<file path="config.mk">
export PLATFORM = sky130hd
export DESIGN_NAME = registers_dump_unit
export DESIGN_NICKNAME = d
export VERILOG_FILES = /design/src/rtl/registers_dump_unit.sv
export SDC_FILE = /design/constraint.sdc
export NUM_CORES = 2
export LEC_CHECK = 0
export ABC_AREA = 1
export BUFFER_PORTS_ARGS = -buffer_cell sky130_fd_sc_hd__buf_4
export CAP_MARGIN = 10
export CORE_ASPECT_RATIO = 1.5
export CORE_MARGIN = 2
export CORE_UTILIZATION = 25
export CTS_BUF_LIST = sky130_fd_sc_hd__clkbuf_4 sky130_fd_sc_hd__clkbuf_8 sky130_fd_sc_hd__clkbuf_16
export CTS_CLUSTER_SIZE = 16
export DETAILED_ROUTE_END_ITERATION = 16
export HOLD_SLACK_MARGIN = 0.12
export PLACE_DENSITY = 0.52
export SLEW_MARGIN = 20
export SYNTH_ARGS = -nofsm -noshare
export SYNTH_HDL_FRONTEND = slang
export SYNTH_SLANG_ARGS = --single-unit
</file>
<file path="constraint.sdc">
create_clock -name i_clk -period 5.5 [get_ports i_clk]
set_input_delay 0.275 -clock i_clk [delete_from_list [all_inputs] [get_ports i_clk]]
set_output_delay 0.275 -clock i_clk [all_outputs]
set_load 0.05 [all_outputs]
</file>
<file path="src/rtl/registers_dump_unit.sv">
// Register bank dump unit: on a start request it snapshots the flattened
// register bank debug bus and streams it out byte by byte over valid/ready.
// The order is register 0 first, and the LSB byte first within each register.
module registers_dump_unit #(
    parameter int unsigned REGISTERS_BANK_SIZE = 32,
    parameter int unsigned REGISTERS_SIZE      = 32
) (
    input  logic                                        i_clk,
    input  logic                                        i_reset,
    input  logic                                        i_start,
    input  logic [REGISTERS_BANK_SIZE*REGISTERS_SIZE-1:0] i_bus_debug,
    input  logic                                        i_ready,
    output logic [7:0]                                  o_data,
    output logic                                        o_valid,
    output logic                                        o_busy,
    output logic                                        o_done
);

    localparam int unsigned BYTES_PER_REG = REGISTERS_SIZE / 8;
    localparam int unsigned TOTAL_BITS    = REGISTERS_BANK_SIZE * REGISTERS_SIZE;
    localparam int unsigned RW   = (REGISTERS_BANK_SIZE > 1) ? $clog2(REGISTERS_BANK_SIZE) : 1;
    localparam int unsigned BW   = (BYTES_PER_REG > 1) ? $clog2(BYTES_PER_REG) : 1;
    localparam int unsigned OFFW = $clog2(TOTAL_BITS);

    typedef enum logic [1:0] {
        StIdle,
        StSend,
        StDone
    } state_t;

    state_t                  state_q;
    logic [TOTAL_BITS-1:0]   snapshot_q;
    logic [RW-1:0]           reg_idx_q;
    logic [BW-1:0]           byte_idx_q;
    logic                    last_byte;
    logic                    last_reg;
    logic [OFFW-1:0]         bit_off;

    assign last_byte = (byte_idx_q == BW'(BYTES_PER_REG - 1));
    assign last_reg  = (reg_idx_q == RW'(REGISTERS_BANK_SIZE - 1));

    // Dump sequencer: snapshot on start, advance the byte/register counters on each transfer.
    always_ff @(posedge i_clk) begin
        if (i_reset) begin
            state_q    <= StIdle;
            snapshot_q <= '0;
            reg_idx_q  <= '0;
            byte_idx_q <= '0;
        end else begin
            unique case (state_q)
                StIdle: begin
                    if (i_start) begin
                        snapshot_q <= i_bus_debug;
                        reg_idx_q  <= '0;
                        byte_idx_q <= '0;
                        state_q    <= StSend;
                    end
                end
                StSend: begin
                    if (i_ready) begin
                        if (last_byte) begin
                            byte_idx_q <= '0;
                            if (last_reg) begin
                                reg_idx_q <= '0;
                                state_q   <= StDone;
                            end else begin
                                reg_idx_q <= reg_idx_q + RW'(1);
                            end
                        end else begin
                            byte_idx_q <= byte_idx_q + BW'(1);
                        end
                    end
                end
                StDone: begin
                    state_q <= StIdle;
                end
                default: begin
                    state_q <= StIdle;
                end
            endcase
        end
    end

    // Bit offset of the current byte inside the snapshot.
    always_comb begin
        bit_off = (OFFW'(reg_idx_q) * OFFW'(REGISTERS_SIZE)) + (OFFW'(byte_idx_q) << 3);
    end

    // Output byte comes only from registered state; it reads as zero outside SEND.
    always_comb begin
        o_data = '0;
        if (state_q == StSend) begin
            o_data = snapshot_q[bit_off +: 8];
        end
    end

    assign o_valid = (state_q == StSend);
    assign o_busy  = (state_q == StSend) || (state_q == StDone);
    assign o_done  = (state_q == StDone);

endmodule

</file>
# Word level (Yosys, flattened, before mapping)
# Index checks and enable logic that the tools add are counted.
# classes
reduce_logical	7
shift	1
n_mux	15
n_eq_ne	8
n_addsub	3
# op_table
operator	n
indexed part select 1024 x 11 -> 8 bit	1
two-way mux 5 bit	4
two-way mux 2 bit	7
adder 10 x 5 -> 10 bit	1
one-hot mux 5 bit (2 select lines)	1
two-way mux 8 bit	1
one-hot mux 2 bit (2 select lines)	2
AND reduction 4 bit	2
adder 5 x 1 -> 5 bit (second input constant)	1
== test 5 bit (second input constant)	1
== test 2 bit (second input constant)	2
inequality test 2 x 1 -> 1 bit (second input constant)	2
inequality test 2 bit (second input constant)	2
AND reduction 3 bit	1
adder 2 x 1 -> 2 bit (second input constant)	1
== test 2 x 1 -> 1 bit (second input constant)	1
zero test 2 bit	1
AND reduction 2 bit	1
nonzero test 2 bit	1
logical OR 1 bit	1
# word_totals
out_inout_bits	11
word_cells	38
reg_bits	1033
inputBits	1028

# Depth between registers and ports, before layout
# depth
depth_word	5
ltp_mapped	16
depth_no_buf	12

# Worst setup path before layout
# Ideal clock, no wire load.
# synth_path
path_kind	flip-flop to output port
start	register byte_idx_q[1]
end	output o_data[6]
slack_ns	3.137
n_path_buf	3
t_arrival_ns	2.088
t_required_ns	5.225
path_stages_with_launch	12
cell_sequence	dfxtp_1 buf_4 buf_4 clkbuf_1 o21ai_0 o211ai_1 nand3_1 nand2_1 nand2_1 nor2_1 nor2_1 nor2_1
# synth_via
elab_chain_cells	3
# synth_lines
item	line	rtl
from (decl)	34	logic [BW-1:0] byte_idx_q;
from (signal assigned)	70	byte_idx_q <= byte_idx_q + BW'(1);
adder 10 x 5 -> 10 bit	86	bit_off = (OFFW'(reg_idx_q) * OFFW'(REGISTERS_SIZE)) + (OFFW'(byte_idx_q) << 3);
indexed part select 1024 x 11 -> 8 bit	93	o_data = snapshot_q[bit_off +: 8];
two-way mux 8 bit	92	if (state_q == StSend) begin
to (decl)	13	output logic [7:0] o_data,
# Every way passes these cells.

# Final worst setup path
# layout_path
start	register byte_idx_q[0]
end	output o_data[6]
# Same word-level chain as after synthesis.

==> summary.md <==
| Metric | Value |
|---|---|
| Final Hold Vio Count | 0 |
| Peak VDD IR | between 0.2 and 0.3 mV |
| Series of cell instances along the critical path | inv_16 -> buf_12 -> nand2_1 -> nand3_1 -> nand3_1 -> nand2_1 -> a21oi_1 -> nand2_1 -> nand3_1 -> nand2_1 -> nor2_1 -> nor2_1 -> buf_4 |
| Worst Clk Skew | around 25 ps |
| Core Region | 180700 µm² |
| Run status | complete, no violations |
| Kind of critical path | reg -> out |
| Drt first-iter violations | 4275 |
| Number of buffers created by CTS | around 110 |
| Post-route cell area | 69110 µm² |
| Fraction of registers with async set or reset after synthesis | 0 |
| Summed negative setup slack over all endpoints | 0 ps |
| Fraction of layout instances using a drive strength above 1 | 0.1527 |
| Routability congestion estimate from global placement | 0.9174 |
| Comb pwr share | 0.366 |
| Count of input and output buffers | 1038 |
| HPWL after detailed placement | 190900 µm |
| Cell accounting for the most synthesized area | dfxtp_1 |
| Cell depth of the worst flop-to-flop path | 10 |
| Antenna violations before repair | 102 |
| Post-synthesis instance total | ~6.8k |
| Overall fraction of global-route tracks in use | 0.2748 |
| Placement Rows | around 190 |
| Worst reg2reg path startpoint | state_q[1] |
| Global-route wire length before repair | about 370000 µm |
| Setup-violating endpoint count in the final report | 0 |
| Final period util | 0.9636 |
| Number of synthesis warnings | 0 |
| Crit path launch type | register |
| Synth cell types | 25 |
| Worst Max-Slew Pin Slew | between 1000 and 1500 ps |
| Internal Pwr Total | around 18 mW |
| Number of non-filler instances in the completed layout | around 11k |
| Most prevalent standard cell on the critical path | nand2_1 |
| Clock root cell | clkbuf_16 |
| Post-detailed-route via-to-cell ratio | around 4.8 |
| Normalized max-slew margin | 0.1837 |
| Average size of a mapped cell | between 6 and 7 µm² |
| Crit path launch | byte_idx_q[0] |
| Number of nets in the synthesized netlist | between 7k and 8k |
| Slowest Stage Delay on Critical Path | ~850 ps |
| Clock-pin transition on the worst setup and hold timing paths | 70 ps |
| Yosys top cell area share | 0.4543 |
| Critical Path End | o_data[6] |
| Number of synthesized flops with an enable pin | 0 |
| Global-route congestion overflow total | 0 |
| Signal arrival time at the worst endpoint | 5020 ps |
| Area of the multi-input gates | approximately 22000 µm² |
| Netlist area before placement | around 46000 µm² |
| Number of top-level pins | 1039 |
| Die extent in x | about 350 µm |
| Areal power density over the cells | between 400 and 500 nW/µm² |
| Routed wire length | between 200000 and 300000 µm |
| Crit Path Max Fanout | approximately 150 |
| Sequential power share | 0.360 |
| Number of max-slew violations in the final report | 0 |
| Worst-skew pair later-pin latency | 760 ps |
| Achievable clock frequency | between 150 and 200 MHz |
| Leakage power figure | slightly below 30 nW |
| Fraction of the yosys area taken by sequential cells | 0.4543 |
| Capture point of the worst reg-to-reg path | byte_idx_q[1] |
| Pre-antenna DRT Iters | 8 |
| Commonest register cell after synthesis | dfxtp_1 |
| Most area-consuming cells after synthesis | dfxtp_1 45%, nor2_1 20%, o21ai_0 14%, nand2_1 5.2%, nand3_1 4.4% |
| Initial Util | 0.2520 |
| Total placed cells including tap cells | 9789 |
| Required arrival time at the worst endpoint | roughly 5200 ps |
| # clock sinks | 1033 |
| Synthesis-to-finish area growth | 51.81% |
| Power dissipated by switching net loads | around 12 mW |
| Relative contribution of the clock network to total power | 0.274 |
| Fill cell total of the finished layout | ~19k |
| Register bit total from synthesis | ~1.0k |
| Worst hold path type | in -> reg |
| Dominant cell by count in the synthesized netlist | nor2_1 |
| H-tree level count | 3 |
| Post-Place Cell Area | ~55000 µm² |
| Worst path slowest cell | nor2_1 |
| Area taken by flip-flops and latches | just over 20000 µm² |
| Unrepaired setup endpoints after global routing | false |
| Category of the worst setup path capture point | primary output |
| DIE AREA | 185600 µm² |
| Top post-synthesis cells by count | 2400 x nor2_1, 1311 x o21ai_0, 1033 x dfxtp_1 |
| Final period demand of the worst path | roughly 5300 ps |
| Height of the chip | ~530 µm |
| DRC violations left | 0 |
| Wire length per cell | roughly 24 µm |
| Antenna Nets Post-Route | 0 |
| Register-to-register setup slack | between 2000 and 2500 ps |
| Final Total Pwr | between 30 and 40 mW |
| Clock tree from TritonCTS | built |
| Number of buffers on the longest clock path | 3 |
| Fin nets | about 9.6k |
| Maximum number of pins on one net before global-route repair | 265 |
| Number of vias in the routed layout | 53.51k |
| Via count of the first global-routing pass | between 50k and 60k |
| MaxCap Viol Count | 0 |
| Switching share of total power | 0.4066 |
-- power by group through the flow --
stage	clock network, mW	registers [mW]	logic [mW]
after global placement	0	11.0	10.3
after floorplan	0	10.5	6.29
after global routing	8.70	11.0	12.1
after detailed placement	0	11.0	10.3
final	8.25	10.8	11.0
after CTS	8.42	10.8	11.0
-- repair_timing --
item	in CTS	in global routing
setup buffers	0	0
hold endpoints to repair	1029	0
resized for setup	1	0
hold buffers	1029	0
setup endpoints to repair	1	0
-- cells by family (layout without fill, tap and decap cells) --
kind of cell / after synthesis / after routing / share of synthesized area
adder cells (fa/ha/maj): 7 / 7 / 0.001924
AND/OR/NAND/NOR: 3437 / 3437 / 0.2946
AO/OA/AOI/OAI: 1621 / 1621 / 0.1812
buffers and inverters: 740 / 2514 / 0.06797
other: 0 / 56 / 0
flip-flops: 1033 / 1033 / 0.4543
-- through the flow --
stage          hold slack, ps    util  setup WS, ps
5_1_grt                 300.2  0.3821         89.08
3_3_place_gp            438.6  0.3027         399.8
3_5_place_dp            445.9  0.3027         801.0
2_1_floorplan           344.1       -          3137
6_report                304.6  0.3825         200.0
4_1_cts                 223.2  0.3818         13.15
-- worst min-delay path by stage --
| stage | startpoint | endpoint | slack [ps] | depth (start not counted) |
|---|---|---|---|---|
| after floorplan | i_reset | byte_idx_q[1] | 340 | 1 |
| after global placement | snapshot_q[222] | snapshot_q[222] | 440 | 2 |
| after detailed placement | snapshot_q[537] | snapshot_q[537] | 450 | 2 |
| after CTS | i_bus_debug[749] | snapshot_q[749] | 220 | 4 |
| after global routing | i_bus_debug[503] | snapshot_q[503] | 300 | 4 |
| final | i_bus_debug[998] | snapshot_q[998] | 300 | 4 |
-- layout make-up --
cell class / instances / share of cell area
multi-input cells: 5065 / 0.3149
repair buffers: 2123 / 0.2717
well taps: 2412 / 0.04367
clock buffers: 151 / 0.04617
diodes: 56 / 0.002028
inverters: 185 / 0.01066
flip-flops and latches: 1033 / 0.2994
clock inverters: 55 / 0.01146
-- critical path, delay by kind of cell (launching register included) --
kind / cells / cell delay, ps
simple gates: 9 / 2210
compound gates: 1 / 160
buf+inv: 3 / 1230
flops: 1 / 420
-- layout by cell type, fill, tap and decap left out, types with 4 or more instances in the layout --
cell / count
a21oi_1: 215
buf_12: 21
buf_4: 1073
bufinv_16: 14
clkbuf_16: 111
clkbuf_4: 22
clkbuf_8: 18
clkinv_2: 18
clkinv_4: 4
clkinvlp_4: 10
dfxtp_1: 1029
diode_2: 56
dlygate4sd3_1: 1029
ha_1: 7
inv_1: 175
inv_6: 4
nand2_1: 629
nand3_1: 400
nor2_1: 2400
nor3_1: 5
o211ai_1: 42
o21ai_0: 1310
o21ai_1: 30
o22ai_1: 20
-- registers in the layout, summed over array words and instances, names as in the netlist --
register    flops
byte_idx_q      2
reg_idx_q       5
snapshot_q   1024
state_q         2
-- routing by layer --
| metal | vias up | GRT usage | share of wire |
|---|---|---|---|
| met5 | - | 0 | 0.0012 |
| met4 | 52 | 0.1423 | 0.055 |
| met3 | 525 | 0.04814 | 0.067 |
| met2 | 2249 | 0.4312 | 0.44 |
| met1 | 25150 | 0.3597 | 0.44 |
| li1 | 25540 | - | - |
Note: power is estimated with default switching activity, not from simulation.
